$ cat config.mk
export PLATFORM = sky130hd
export DESIGN_NAME = regfile_nrd_flat
export DESIGN_NICKNAME = d
export VERILOG_FILES = /design/src/rtl/regfile_nrd_pkg.sv /design/src/rtl/regfile_nrd_if.sv /design/src/rtl/regfile_nrd_mux_nx1.sv /design/src/rtl/regfile_nrd.sv /design/src/flat_wrapper.sv
export SDC_FILE = /design/constraint.sdc
export NUM_CORES = 2
export LEC_CHECK = 0
export CAP_MARGIN = 25
export CORE_UTILIZATION = 45
export CTS_CLUSTER_SIZE = 10
export DETAILED_ROUTE_END_ITERATION = 7
export HOLD_SLACK_MARGIN = 0.1
export PLACE_DENSITY_LB_ADDON = 0.15
export RECOVER_POWER = 100
export SLEW_MARGIN = 5
export SYNTH_ARGS = -nofsm -noshare
export SYNTH_HDL_FRONTEND = slang
export SYNTH_SLANG_ARGS = --single-unit
$ cat constraint.sdc
create_clock -name clk -period 4.1 [get_ports clk]
set_input_delay 0.82 -clock clk [delete_from_list [all_inputs] [get_ports clk]]
set_output_delay 0.82 -clock clk [all_outputs]
set_load 0.1 [all_outputs]
$ cat src/rtl/regfile_nrd_pkg.sv
// Shared types and helpers for the SPARC register-file slice.
package sparc_rf_pkg;

  localparam int RF_WIDTH = 32;
  localparam int RF_NREGS = 32;

  typedef logic [RF_WIDTH-1:0] rf_word_t;

  // An address bus is never narrower than one bit, even for a 2-entry file.
  function automatic int clog2_safe(input int n);
    return (n <= 2) ? 1 : $clog2(n);
  endfunction

endpackage

$ cat src/rtl/regfile_nrd_if.sv
// Write port plus NRD flattened read ports of the register file.
interface regfile_nrd_if
  import sparc_rf_pkg::*;
#(
  parameter int WIDTH = RF_WIDTH,
  parameter int NREGS = RF_NREGS,
  parameter int NRD   = 2
);
  localparam int AW = clog2_safe(NREGS);

  logic                 we;
  logic [AW-1:0]        waddr;
  logic [WIDTH-1:0]     wdata;
  logic [NRD-1:0]       re;
  logic [NRD*AW-1:0]    raddr;
  logic [NRD*WIDTH-1:0] rdata;
  logic [NRD-1:0]       rvalid;
  logic [NRD-1:0]       rerr;

  modport master (
    output we, waddr, wdata, re, raddr,
    input  rdata, rvalid, rerr
  );

  modport slave (
    input  we, waddr, wdata, re, raddr,
    output rdata, rvalid, rerr
  );

endinterface

$ cat src/rtl/regfile_nrd_mux_nx1.sv
// Combinational N:1 word selector; out-of-range selects give zero and raise oor.
module mux_nx1 #(
  parameter int N  = 32,
  parameter int W  = 32,
  parameter int SW = 5
) (
  input  logic [N*W-1:0] din,
  input  logic [SW-1:0]  sel,
  output logic [W-1:0]   dout,
  output logic           oor
);

  always_comb begin
    dout = '0;
    oor  = 1'b1;
    if (int'(sel) < N) begin
      dout = din[int'(sel)*W +: W];
      oor  = 1'b0;
    end
  end

endmodule

$ cat src/rtl/regfile_nrd.sv
// WIDTH x NREGS flop register file, one write port, NRD registered read ports.
// Define REGFILE_BYPASS_EN to forward same-cycle write data to matching reads.
module regfile_nrd
  import sparc_rf_pkg::*;
#(
  parameter int WIDTH   = RF_WIDTH,
  parameter int NREGS   = RF_NREGS,
  parameter int NRD     = 2,
  parameter bit ZERO_R0 = 1'b1
) (
  input  logic          clk,
  input  logic          reset,
  regfile_nrd_if.slave  rf
);

  localparam int AW = clog2_safe(NREGS);

`ifdef REGFILE_BYPASS_EN
  localparam bit BYPASS = 1'b1;
`else
  localparam bit BYPASS = 1'b0;
`endif

  logic [NREGS-1:0][WIDTH-1:0] regs_q;
  logic [NREGS-1:0][WIDTH-1:0] rd_src;
  logic                        wr_ok;

  logic [NRD-1:0][WIDTH-1:0]   mux_dout;
  logic [NRD-1:0]              mux_oor;
  logic [NRD-1:0]              byp_hit;

  logic [NRD-1:0][WIDTH-1:0]   rdata_q, rdata_d;
  logic [NRD-1:0]              rvalid_q, rvalid_d;
  logic [NRD-1:0]              rerr_q, rerr_d;

  // Writes to missing registers or to a hardwired r0 are dropped.
  assign wr_ok = rf.we && (int'(rf.waddr) < NREGS) &&
                 !(ZERO_R0 && (rf.waddr == '0));

  always_ff @(posedge clk) begin
    if (reset) begin
      regs_q <= '0;
    end else if (wr_ok) begin
      regs_q[rf.waddr] <= rf.wdata;
    end
  end

  always_comb begin
    rd_src = regs_q;
    if (ZERO_R0) rd_src[0] = '0;
  end

  for (genvar p = 0; p < NRD; p++) begin : g_port
    logic [AW-1:0] addr;
    assign addr = rf.raddr[p*AW +: AW];

    mux_nx1 #(
      .N  (NREGS),
      .W  (WIDTH),
      .SW (AW)
    ) u_mux (
      .din  (rd_src),
      .sel  (addr),
      .dout (mux_dout[p]),
      .oor  (mux_oor[p])
    );

    // wr_ok already excludes r0 and out-of-range targets.
    assign byp_hit[p] = BYPASS && wr_ok && (addr == rf.waddr);
  end

  always_comb begin
    rdata_d  = rdata_q;
    rvalid_d = '0;
    rerr_d   = '0;
    for (int p = 0; p < NRD; p++) begin
      if (rf.re[p]) begin
        rvalid_d[p] = 1'b1;
        rerr_d[p]   = mux_oor[p];
        rdata_d[p]  = byp_hit[p] ? rf.wdata : mux_dout[p];
      end
    end
  end

  always_ff @(posedge clk) begin
    if (reset) begin
      rdata_q  <= '0;
      rvalid_q <= '0;
      rerr_q   <= '0;
    end else begin
      rdata_q  <= rdata_d;
      rvalid_q <= rvalid_d;
      rerr_q   <= rerr_d;
    end
  end

  assign rf.rdata  = rdata_q;
  assign rf.rvalid = rvalid_q;
  assign rf.rerr   = rerr_q;

endmodule

$ cat src/flat_wrapper.sv
// flat-port wrapper written by rule: the top's interface ports become plain ports
module regfile_nrd_flat import sparc_rf_pkg::*;
#(
  parameter int WIDTH   = RF_WIDTH,
  parameter int NREGS   = RF_NREGS,
  parameter int NRD     = 2,
  parameter bit ZERO_R0 = 1'b1
)
  (clk, reset, rf_we, rf_waddr, rf_wdata, rf_re, rf_raddr, rf_rdata, rf_rvalid, rf_rerr);
  regfile_nrd_if #(.WIDTH(WIDTH), .NREGS(NREGS), .NRD(NRD)) rf_i ();
  input  logic clk;
  input  logic reset;
  input wire logic [$bits(rf_i.we)-1:0] rf_we;
  input wire logic [$bits(rf_i.waddr)-1:0] rf_waddr;
  input wire logic [$bits(rf_i.wdata)-1:0] rf_wdata;
  input wire logic [$bits(rf_i.re)-1:0] rf_re;
  input wire logic [$bits(rf_i.raddr)-1:0] rf_raddr;
  output wire logic [$bits(rf_i.rdata)-1:0] rf_rdata;
  output wire logic [$bits(rf_i.rvalid)-1:0] rf_rvalid;
  output wire logic [$bits(rf_i.rerr)-1:0] rf_rerr;
  assign rf_i.we = rf_we;
  assign rf_i.waddr = rf_waddr;
  assign rf_i.wdata = rf_wdata;
  assign rf_i.re = rf_re;
  assign rf_i.raddr = rf_raddr;
  assign rf_rdata = rf_i.rdata;
  assign rf_rvalid = rf_i.rvalid;
  assign rf_rerr = rf_i.rerr;
  regfile_nrd #(.WIDTH(WIDTH), .NREGS(NREGS), .NRD(NRD), .ZERO_R0(ZERO_R0)) u_core (.clk(clk), .reset(reset), .rf(rf_i));
endmodule
==> flow_metrics.env <==
export IMPL_path_buf_inv=2
export IMPL_die_height_um=343
export IMPL_cts_buffer_depth=3
export IMPL_ant_nets=0
export IMPL_async_reset_ff_share_pct=0
export IMPL_crit_family="buffers and inverters"
export IMPL_ys_types=53
export IMPL_synth_top_area_share_pct=40.5
export IMPL_design_die_area_um2=118000
export IMPL_ys_seq_area_share_pct=40.5
export IMPL_synthTopCellsByArea="dfxtp_1 40%, mux4_2 16%, nand2_1 15%, a21oi_1 10%, mux2_2 4.0%"
export IMPL_hold_class="flip-flop to flip-flop"
export IMPL_crit_cells=6
export IMPL_min_path_cells=2
export IMPL_tns_ps=0
export IMPL_cts_tree="done"
export IMPL_post_route_drc_count=0
export IMPL_clk_insertion_delay_late_ps=730
export IMPL_final_common_cell="nand2_1"
export IMPL_power_frac_clock_pct=43.9
export IMPL_grt_pass1_vias=42600
export IMPL_synth_top_cell_by_area="dfxtp_1"
export IMPL_area_delta_synth_final_pct=10.7
export IMPL_crit_type="input pin to flip-flop"
export IMPL_avgSynthCellArea_um2=8.73
export IMPL_die_w_um=343
export IMPL_setup_violations=0
export IMPL_critPathMaxFanout=16
export IMPL_synthFlopType="dfxtp_1"
export IMPL_grt_pass1_wl_um=296000
export IMPL_synth_cells=5999
export IMPL_cts_buffers=121
export IMPL_ys_ff_latch=1058
export IMPL_synth_edf_count=0
export IMPL_cp_cell_sequence="dlygate4sd3_1, or3b_2, nor2_1, clkbuf_1, nand2_1, a21oi_1"
export IMPL_routed_top_layer="met5"
export IMPL_hold_buffers=0
export IMPL_cellLeakagePower_nw=19.1
export IMPL_wl_met3_um=23400
export IMPL_coreArea_um2=115000
export IMPL_powerDensity_nw_per_um2=391
export IMPL_wl_um=203000
export IMPL_p_int_mw=16.5
export IMPL_hold_viol_final=0
export IMPL_outcome="complete, but fails checks"
export IMPL_wl_per_cell_um=27.5
export IMPL_failed_checks="capacitance limit, slew limit"
export IMPL_htreeDepth=3
export IMPL_cpPeakStageDelay_ps=990
export IMPL_grt_max_degree=159
export IMPL_layout_nets=5873
export IMPL_portBuffers=117
export IMPL_slew_viol_final=331
export IMPL_worst_pin_slew_ps=2420
export IMPL_dr_pass1_iters=6
export IMPL_ios=120
export IMPL_power_frac_comb_pct=9.8
export IMPL_drt_iter0_markers=6443
export IMPL_hp_start="u_core.rd_src[926]"
export IMPL_fmax_ghz=0.273
export IMPL_cp_arrival_ps=4300
export IMPL_maxCapViolations=10
export IMPL_m1WireLength_um=82800
export IMPL_clk_pin_slew_worst_paths_ps=60
export IMPL_clock_sinks=1058
export IMPL_layout_common_cells="2097 x nand2_1, 1087 x a21oi_1, 1058 x dfxtp_1, 380 x mux4_2, 187 x mux2_2"
export IMPL_antenna_found_initial=6
export IMPL_final_util_pct=50.5
export IMPL_switchingPower_mw=6.11
export IMPL_cts_root_buf="clkbuf_16"
export IMPL_gp_congestion=0.905
export IMPL_post_cts_resize_count=0
export IMPL_peakVddDrop_uv=372
export IMPL_grt_usage_pct=33.8
export IMPL_row_count=124
export IMPL_reg2reg_from="u_core.rd_src[530]"
export IMPL_postCtsSetupBuffers=0
export IMPL_rsz0062_at_grt="false"
export IMPL_rr_worst_depth=5
export IMPL_crit_path_end_kind="flip-flop"
export IMPL_ys_warn_count=0
export IMPL_layout_drive_gt1_share_pct=16.3
export IMPL_worst_setup_path_start_kind="input pin"
export IMPL_crit_path_start="rf_waddr[3]"
export IMPL_start_util_pct=45.6
export IMPL_cp_slowest_cell="clkbuf_1"
export IMPL_skew_ps=25.0
export IMPL_slew_headroom_pct=-61.1
export IMPL_period_share_pct=89.3
export IMPL_grt_ovfl_total=0
export IMPL_vias=46400
export IMPL_via_per_inst=6.28
export IMPL_met2_length_um=89800
export IMPL_ff2ff_setup_slack_ps=1940
export IMPL_fin_crit_ps=3660
export IMPL_hpwl_um=125000
export IMPL_syn_area_um2=52400
export IMPL_swShare_pct=27.0
export IMPL_p_seq_share_pct=46.3
export IMPL_crit_required_ps=4730
## routing by layer
metal / vias up / track usage [%]
met1: 22700 / 46.6
li1: 20600 / -
met4: 2 / 12.0
met5: - / 0
met3: 426 / 8.74
met2: 2663 / 51.0
## synth_stat cells (6+ instances only)
cell,instances
buf_2,146
nor2b_1,11
mux2_2,187
a41o_1,7
o22ai_1,86
and2_1,9
mux4_2,380
or2_2,6
nand2_1,2115
a32o_1,8
nor4_1,41
mux4_1,16
o2111ai_1,7
a221oi_1,49
o211ai_1,42
a22oi_1,35
buf_1,16
dfxtp_1,1058
nor3b_1,9
nor2_1,46
buf_6,11
a31oi_1,7
mux2i_1,86
nand2b_1,8
clkbuf_1,387
buf_4,41
a22o_1,12
nand3_1,38
a21oi_1,1087
## sequential cells by signal, indices dropped and copies added (netlist names)
signal / count
u_core.rf.rvalid: 2
u_core.rd_src: 992
u_core.rf.rdata: 64
## cell families (layout without fill, tap and decap cells)
kind of cell           after synthesis  in the layout  synth area share (%)
flip-flops                        1058           1058                  40.5
AND/OR/NAND/NOR                   2300           2300                  17.1
AO/OA/AOI/OAI                     1359           1359                  14.3
other                                1              9               0.00716
buffers and inverters              612            484                  5.28
multiplexers                       669            669                  22.8
## tightest hold or removal path, cell delays in order (launching register included)
cell and delay [ps]:
dfxtp_1 310, nand2_1 50, a21oi_1 50
## power by group through the flow
| stage | Sequential, mW | Clock (mW) | Combinational, mW |
|---|---|---|---|
| 3_5_place_dp | 10.7 | 0 | 2.17 |
| 6_report | 10.5 | 9.95 | 2.21 |
| 5_1_grt | 10.5 | 10.4 | 2.27 |
| 4_1_cts | 10.5 | 10.0 | 2.17 |
| 3_3_place_gp | 10.7 | 0 | 2.17 |
| 2_1_floorplan | 10.9 | 0 | 1.16 |
## final timing paths
check | to
max | u_core.rd_src[352]
min | u_core.rd_src[926]
max reg2reg | u_core.rf.rdata[50]
min reg2reg | u_core.rd_src[926]
## through the flow
step	cells	power, mW	setup slack [ps]	instance area, um2	hold WS, ps
floorplan	6000	12.1	1700	52400	441
global placement	7209	12.9	648	54700	448
detailed placement	7209	12.9	639	54700	457
CTS	7383	22.7	717	58100	465
global route	7386	23.2	347	57900	479
finish	7391	22.7	438	57900	465
## cell type report
type,instances,area [um2]
Inverter,7,27.5
Sequential cell,1058,21200
Multi-Input combinational cell,4330,28700
Fill cell,10700,56900
Tap cell,1512,1890
Timing Repair Buffer,303,2750
Clock buffer,166,3340
Antenna cell,7,17.5
Clock inverter,8,85.1
No activity file was read; power rests on OpenSTA's default activity.
